**src/rtl/io_pkg.sv**
```systemverilog
// Shared I/O-space constants: address selectors, output port count and status word layout.
package io_pkg;

    localparam logic [5:0] IN_SEL_PORT0 = 6'b110000;
    localparam logic [5:0] IN_SEL_PORT1 = 6'b110001;
    localparam logic [5:0] OUT_SEL_BASE = 6'b100000;
    localparam logic [5:0] OUT_SEL_CTL  = 6'b100011;

    localparam int N_OUT_PORTS = 3;

    // Status word: {26'b0, overrun[2:0], out_valid[2:0]}
    localparam int STAT_VALID_LSB = 0;
    localparam int STAT_OVR_LSB   = 3;
    localparam int STAT_W         = 2 * N_OUT_PORTS;

    typedef enum logic {
        PORT_IDLE = 1'b0,
        PORT_PEND = 1'b1
    } port_state_e;

endpackage

```
**src/rtl/io_output_port.sv**
```systemverilog
// One output port: data register, valid/pending handshake with the device, sticky overrun flag.
module io_output_port
    import io_pkg::*;
#(
    parameter logic [31:0] RESET_VAL = 32'h0000_0000
) (
    input  logic        io_clk,
    input  logic        clrn,
    input  logic        wr,
    input  logic        ack,
    input  logic        clr_ovr,
    input  logic [31:0] din,
    output logic [31:0] data,
    output logic        valid,
    output logic        ovr
);

    port_state_e r_state;
    port_state_e w_state_next;
    logic [31:0] r_data;
    logic [31:0] w_data_next;
    logic        r_ovr;
    logic        w_ovr_next;

    always_ff @(posedge io_clk or negedge clrn) begin
        if (!clrn) begin
            r_state <= PORT_IDLE;
            r_data  <= RESET_VAL;
            r_ovr   <= 1'b0;
        end else begin
            r_state <= w_state_next;
            r_data  <= w_data_next;
            r_ovr   <= w_ovr_next;
        end
    end

    always_comb begin
        w_state_next = r_state;
        w_data_next  = r_data;
        // Clear first so that an overrun on the same edge overrides it.
        w_ovr_next   = r_ovr & ~clr_ovr;
        case (r_state)
            PORT_IDLE: begin
                if (wr) begin
                    w_data_next  = din;
                    w_state_next = PORT_PEND;
                end
            end
            PORT_PEND: begin
                if (wr) begin
                    w_data_next = din;
                    if (!ack) begin
                        w_ovr_next = 1'b1;
                    end
                end else if (ack) begin
                    w_state_next = PORT_IDLE;
                end
            end
            default: w_state_next = PORT_IDLE;
        endcase
    end

    assign data  = r_data;
    assign valid = (r_state == PORT_PEND);
    assign ovr   = r_ovr;

endmodule

```
**src/rtl/io_output_reg.sv**
```systemverilog
// Memory-mapped output port bank: decodes CPU stores by addr[7:2] into three handshaked ports.
// Optional macro IO_OUTPUT_STATUS_EN adds the status_data read word.
module io_output_reg
    import io_pkg::*;
#(
    parameter logic [5:0]  OUT_SEL_BASE = io_pkg::OUT_SEL_BASE,
    parameter logic [31:0] RESET_VAL    = 32'h0000_0000
) (
    input  logic        io_clk,
    input  logic        clrn,
    input  logic [31:0] addr,
    input  logic [31:0] datain,
    input  logic        write_io_enable,
    input  logic [2:0]  out_ack,
    output logic [31:0] out_port0,
    output logic [31:0] out_port1,
    output logic [31:0] out_port2,
    output logic [2:0]  out_valid,
    output logic [2:0]  overrun
`ifdef IO_OUTPUT_STATUS_EN
    ,
    output logic [31:0] status_data
`endif
);

    localparam logic [5:0] SEL_CTL = OUT_SEL_BASE + 6'd3;

    logic [5:0]                  w_sel;
    logic                        w_wr_ctl;
    logic [N_OUT_PORTS-1:0]      w_wr;
    logic [N_OUT_PORTS-1:0]      w_valid;
    logic [N_OUT_PORTS-1:0]      w_ovr;
    logic [31:0]                 w_data [N_OUT_PORTS];
    logic                        w_unused_addr;

    assign w_sel         = addr[7:2];
    assign w_wr_ctl      = write_io_enable && (w_sel == SEL_CTL);
    assign w_unused_addr = ^{addr[31:8], addr[1:0]};

    genvar gi;
    generate
        for (gi = 0; gi < N_OUT_PORTS; gi++) begin : g_port
            assign w_wr[gi] = write_io_enable && (w_sel == (OUT_SEL_BASE + 6'(gi)));

            io_output_port #(
                .RESET_VAL (RESET_VAL)
            ) u_port (
                .io_clk  (io_clk),
                .clrn    (clrn),
                .wr      (w_wr[gi]),
                .ack     (out_ack[gi]),
                .clr_ovr (w_wr_ctl && datain[gi]),
                .din     (datain),
                .data    (w_data[gi]),
                .valid   (w_valid[gi]),
                .ovr     (w_ovr[gi])
            );
        end
    endgenerate

    assign out_port0 = w_data[0];
    assign out_port1 = w_data[1];
    assign out_port2 = w_data[2];
    assign out_valid = w_valid;
    assign overrun   = w_ovr;

`ifdef IO_OUTPUT_STATUS_EN
    always_comb begin
        status_data = 32'h0000_0000;
        status_data[STAT_VALID_LSB +: N_OUT_PORTS] = w_valid;
        status_data[STAT_OVR_LSB   +: N_OUT_PORTS] = w_ovr;
    end
`endif

endmodule

```
**config.mk**
```make
export PLATFORM = sky130hd
export DESIGN_NAME = io_output_reg
export DESIGN_NICKNAME = d
export VERILOG_FILES = /design/src/rtl/io_pkg.sv /design/src/rtl/io_output_port.sv /design/src/rtl/io_output_reg.sv
export SDC_FILE = /design/constraint.sdc
export NUM_CORES = 1
export LEC_CHECK = 0
export CAP_MARGIN = 20
export CORE_ASPECT_RATIO = 0.5
export CORE_UTILIZATION = 40
export CTS_BUF_LIST = sky130_fd_sc_hd__clkbuf_2
export DETAILED_ROUTE_END_ITERATION = 12
export PLACE_DENSITY_LB_ADDON = 0.12
export SYNTH_ARGS = -nofsm -noshare
export SYNTH_HDL_FRONTEND = slang
export SYNTH_HIERARCHICAL = 1
export SYNTH_SLANG_ARGS = --single-unit
```
**constraint.sdc**
```tcl
create_clock -name io_clk -period 1.1 [get_ports io_clk]
set_clock_uncertainty 0.15 [all_clocks]
set_input_delay 0.22 -clock io_clk [delete_from_list [all_inputs] [get_ports io_clk]]
set_output_delay 0.22 -clock io_clk [all_outputs]
set_load 0.02 [all_outputs]
```
# Yosys cells after proc, flatten, opt, wreduce, memory -nomap -nowiden

Cells that the tools add are included.

Bits in registers: 102
Bits of input ports: 70
Output and inout port bits: 102
Word-level logic and storage cells: 53

Equal/unequal tests: 4
Mux-type cells: 24
Bitwise gates (word level): 9
Reduce and logical (&&, ||, !) cells: 7

Operator list:

| operator             | count |
|---|---|
| $mux W32             | 3 |
| $eq A6 B6 Y1 const B | 4 |
| $mux W1              | 18 |
| $logic_and A1 B1 Y1  | 7 |
| $not A1 Y1           | 6 |
| $pmux W1 S2          | 3 |
| $and A1 B1 Y1        | 3 |

# Longest topological paths before layout

Depth in word-level cells: 8
Depth in mapped cells: 5
Mapped depth without buffers: 4

# Hierarchy

The synthesis kept the hierarchy.

By module, submodules not included:

| module         | times used | cells each | area each (um^2) | sequential area each (um^2) |
|---|---|---|---|---|
| io_output_port | 3          | 74         | 1412.6           | 850.8 |
| io_output_reg  | 1          | 11         | 78.8             | 0.0 |

# Least setup slack after synthesis

OpenSTA, ideal clock, no wires.

Path kind: input to register
Start point: input port addr[6]
End point: register g_port[0].u_port.r_data[0]
Setup time: 125 ps
Arrival time: 1510 ps
Required time: 825 ps
Path slack: -685 ps
Stages: 5
Buffers on the path: 2
Path through: or3_4 -> nor4_1 -> buf_6 -> buf_12 -> mux2_4

Longest elaborated chain between the ends: 2

RTL lines:

| element                | RTL line             | source |
|---|---|---|
| start: declaration     | io_output_reg.sv:11  | `input logic [31:0] addr,` |
| $eq A6 B6 Y1           | io_output_reg.sv:43  | `assign w_wr[gi] = write_io_enable && (w_sel == (OUT_SEL_BASE + 6'(gi)));` |
| $logic_and A1 B1 Y1    | io_output_reg.sv:43  |  |
| via w_wr[0]            | io_output_reg.sv:30  | `logic [N_OUT_PORTS-1:0] w_wr;` |
| end signal: assignment | io_output_port.sv:32 | `r_data <= w_data_next;` |
| end: declaration       | io_output_port.sv:20 | `logic [31:0] r_data;` |

The timed path passes the listed nets, and every way through them passes these cells.
A chain may end at the register's enable or synchronous reset.

# Worst setup path after layout

Start point: register g_port[1].u_port.r_data[9]
End point: output port out_port1[9]

RTL lines:

| element                  | RTL line             | source |
|---|---|---|
| start: declaration       | io_output_port.sv:20 |  |
| start signal: assignment | io_output_port.sv:32 |  |
| end: declaration         | io_output_reg.sv:16  | `output logic [31:0] out_port1,` |

No word-level cell between the ends.

==> flow_summary.toml <==
[clocking]
cts_made_buffers = 9
clk_latency_ps = 550
path_clk_slew_ps = 260
cts_tree = "built"
ctsHtreeMaxLevel = 3
cts_sinks = 102
cts-hold-fix-buffers = 1
clock-root-buffer = "clkbuf_2"
clock_tree.buffer_depth = 2

[synthesis]
syn_inst = 233
synth_seq_cells = 102
syn_nets = 303
synth_cell_type_count = 15
syn_area_um2 = 4320
avgSynthCellArea_um2 = 18.5
yosysSeqAreaShare_pct = 59.1
yosysWarnings = 6

[die]
fp.dieArea_um2 = 11200
rows = 26
core_area_um2 = 10300
start_util_pct = 41.7
die_x_um = 149
die_y_um = 75.5
pin_count = 172

[timing]
tightest_slew_ps = 281
hold-worst-slack_ps = -133
max-slew-margin-rel_pct = 81.1
finalMaxSlewViolations = 0
fin_ws_ps = -455
setup_viol = 203
period_share_pct = 141
fmax_ghz = 0.643
timing.final.hold_violations = 12
rsz0062_at_grt = "yes"
period_minus_slack_ps = 1550

[cells_and_area]
final_cell_mix = "buf_6 (112), dfrtp_1 (102), mux2_4 (96), buf_4 (92), clkdlybuf4s50_1 (35)"
antennaDiodeCount = 0
final_util_pct = 70.1
drive_above_1_share_pct = 68.1
area_delta_synth_final_pct = 67.9
final_common_cell = "buf_6"
n_fill_cell = 712
finalNonFillerCells = 641
seq_area_um2 = 2550
multi_input_area_um2 = 1620
finalNetCount = 567

[drt]
route.detailed.drc = 0
wl_met2_um = 5690
wl_met3_um = 718
drtPass1Iterations = 4
via_per_inst = 4.59
routed.top_layer = "met4"
drtIter0Drc = 107
routedWlPerCell_um = 18.3
drt-total-wl_um = 11700
dr_total_vias = 2939
drt-met1-wl_um = 5210
route.antenna.remaining_nets = 0

[setup_path]
end_kind = "primary output"
critPathRequiredTime_ps = 730
path_buf_inv = 1
startpoint_type = "flop"
critPathMaxFanout = 2
slowest_delay_ps = 480
crit_type = "flop to primary output"
crit_slowest_cell = "dfrtp_1"
crit_family = "flip-flops"
path_cells = "buf_6"
arrival_ps = 1180

[power]
p_sw_w = 0.00283
p_int_w = 0.00680
peakVddDrop_mv = 0.693
clkPwrFrac_pct = 17.6
seqPwrFrac_pct = 47.9
p_comb_share_pct = 34.5
power_density_nw_per_um2 = 1330
swShare_pct = 29.4
p_leak_nw = 3.67

[global_routing]
grt_pass1_vias = 3113
grt_first_pass_wirelength_um = 17600
antenna_found_initial = 0
grtUsageTotal_pct = 21.4
grt_max_degree = 35
overflow = 0

[place]
post-place-cells = 558
dp_slack_ps = -1330
dp_hpwl_um = 7280
gp_congestion = 0.720
numPortBuffers = 145

[worst_hold_path]
worstHoldPathType = "primary input to async pin"

[run_status]
failed_checks = "hold timing, setup timing"
status = "finished with violations"

[job]
maxCapViolCount = 0
## final timing paths
path,from,to,slack (ps),depth (start not counted)
worst max-delay path,g_port[1].u_port/data[9]$_DFFE_PN0P_,out_port1[9],-450,1
worst min-delay path,clrn,g_port[0].u_port/data[5]$_DFFE_PN0P_,-130,2
worst max register to register,g_port[0].u_port/data[8]$_DFFE_PN0P_,g_port[0].u_port/data[8]$_DFFE_PN0P_,-190,4
worst min register to register,g_port[2].u_port/data[1]$_DFFE_PN0P_,g_port[2].u_port/data[1]$_DFFE_PN0P_,420,1
max in group asynchronous,clrn,g_port[0].u_port/data[31]$_DFFE_PN0P_,450,3
min in group io_clk,addr[4],g_port[1].u_port/ovr$_DFF_PN0_,70,6
## sequential cells by signal, summed over array words and instances, names as in the netlist
name / cells
g_port.u_port/data: 96
g_port.u_port/ovr: 3
g_port.u_port/valid: 3
## cell usage after synthesis, drive strengths merged
library cell,instances,area share (%)
a21o,3,0.52
buf,12,5.0
inv,7,0.61
nor3,1,0.12
nand2,1,0.087
and3,3,0.43
and4,1,0.20
nor4b,1,0.35
mux2,96,32
or3,1,0.26
dfrtp,102,59
nor4,2,0.29
a32o,3,0.70
## per-stage QoR
stage | area (um2) | total power [W] | setup TNS (ps) | hold WS, ps
final | 7250 | 0.00963 | -64950 | -133
after global routing | 7250 | 0.0101 | -70550 | -189
after CTS | 7210 | 0.00960 | -70670 | -171
after detailed placement | 6190 | 0.00743 | -144990 | -38.7
after global placement | 6190 | 0.00737 | -140560 | -43.6
after floorplan | 4340 | 0.00579 | -64260 | -226
## power by group through the flow
stage / sequential, W / combinational [W] / clock [W]
after global placement: 0.00456 / 0.00281 / 0
after detailed placement: 0.00457 / 0.00286 / 0
after floorplan: 0.00512 / 0.000671 / 0
final: 0.00461 / 0.00332 / 0.00170
after global routing: 0.00466 / 0.00349 / 0.00190
after CTS: 0.00461 / 0.00321 / 0.00178
## layer usage
layer,GRT usage [%],up-vias
li1,-,1350
met5,0,-
met1,27.4,1484
met3,6.59,10
met2,36.1,95
met4,5.44,0
## repair_timing
item	CTS	global route
endpoints found under the setup margin	204	204
endpoints found under the hold margin	102	12
gates cloned	9	0
pin swaps	7	6
gates resized for setup	685	7
setup buffers	47	18
## logic make-up (layout without fill, tap and decap cells)
family | count (synthesis) | in the layout | share of synthesized area (%)
DFF | 102 | 102 | 59.1
muxes | 96 | 96 | 32.3
buffers and inverters | 19 | 287 | 5.57
and+or+nand+nor | 10 | 10 | 1.74
AOI/OAI and AO/OA | 6 | 6 | 1.22
## layout make-up
| type | instances | area share [%] |
|---|---|---|
| repair buffers | 265 | 38.3 |
| flip-flops and latches | 102 | 35.2 |
| multi-input cells | 112 | 22.3 |
| well taps | 140 | 2.42 |
| clock inverters | 5 | 0.708 |
| clock buffers | 10 | 0.691 |
| inverters | 7 | 0.363 |
Note: power is estimated with default switching activity, not from simulation.
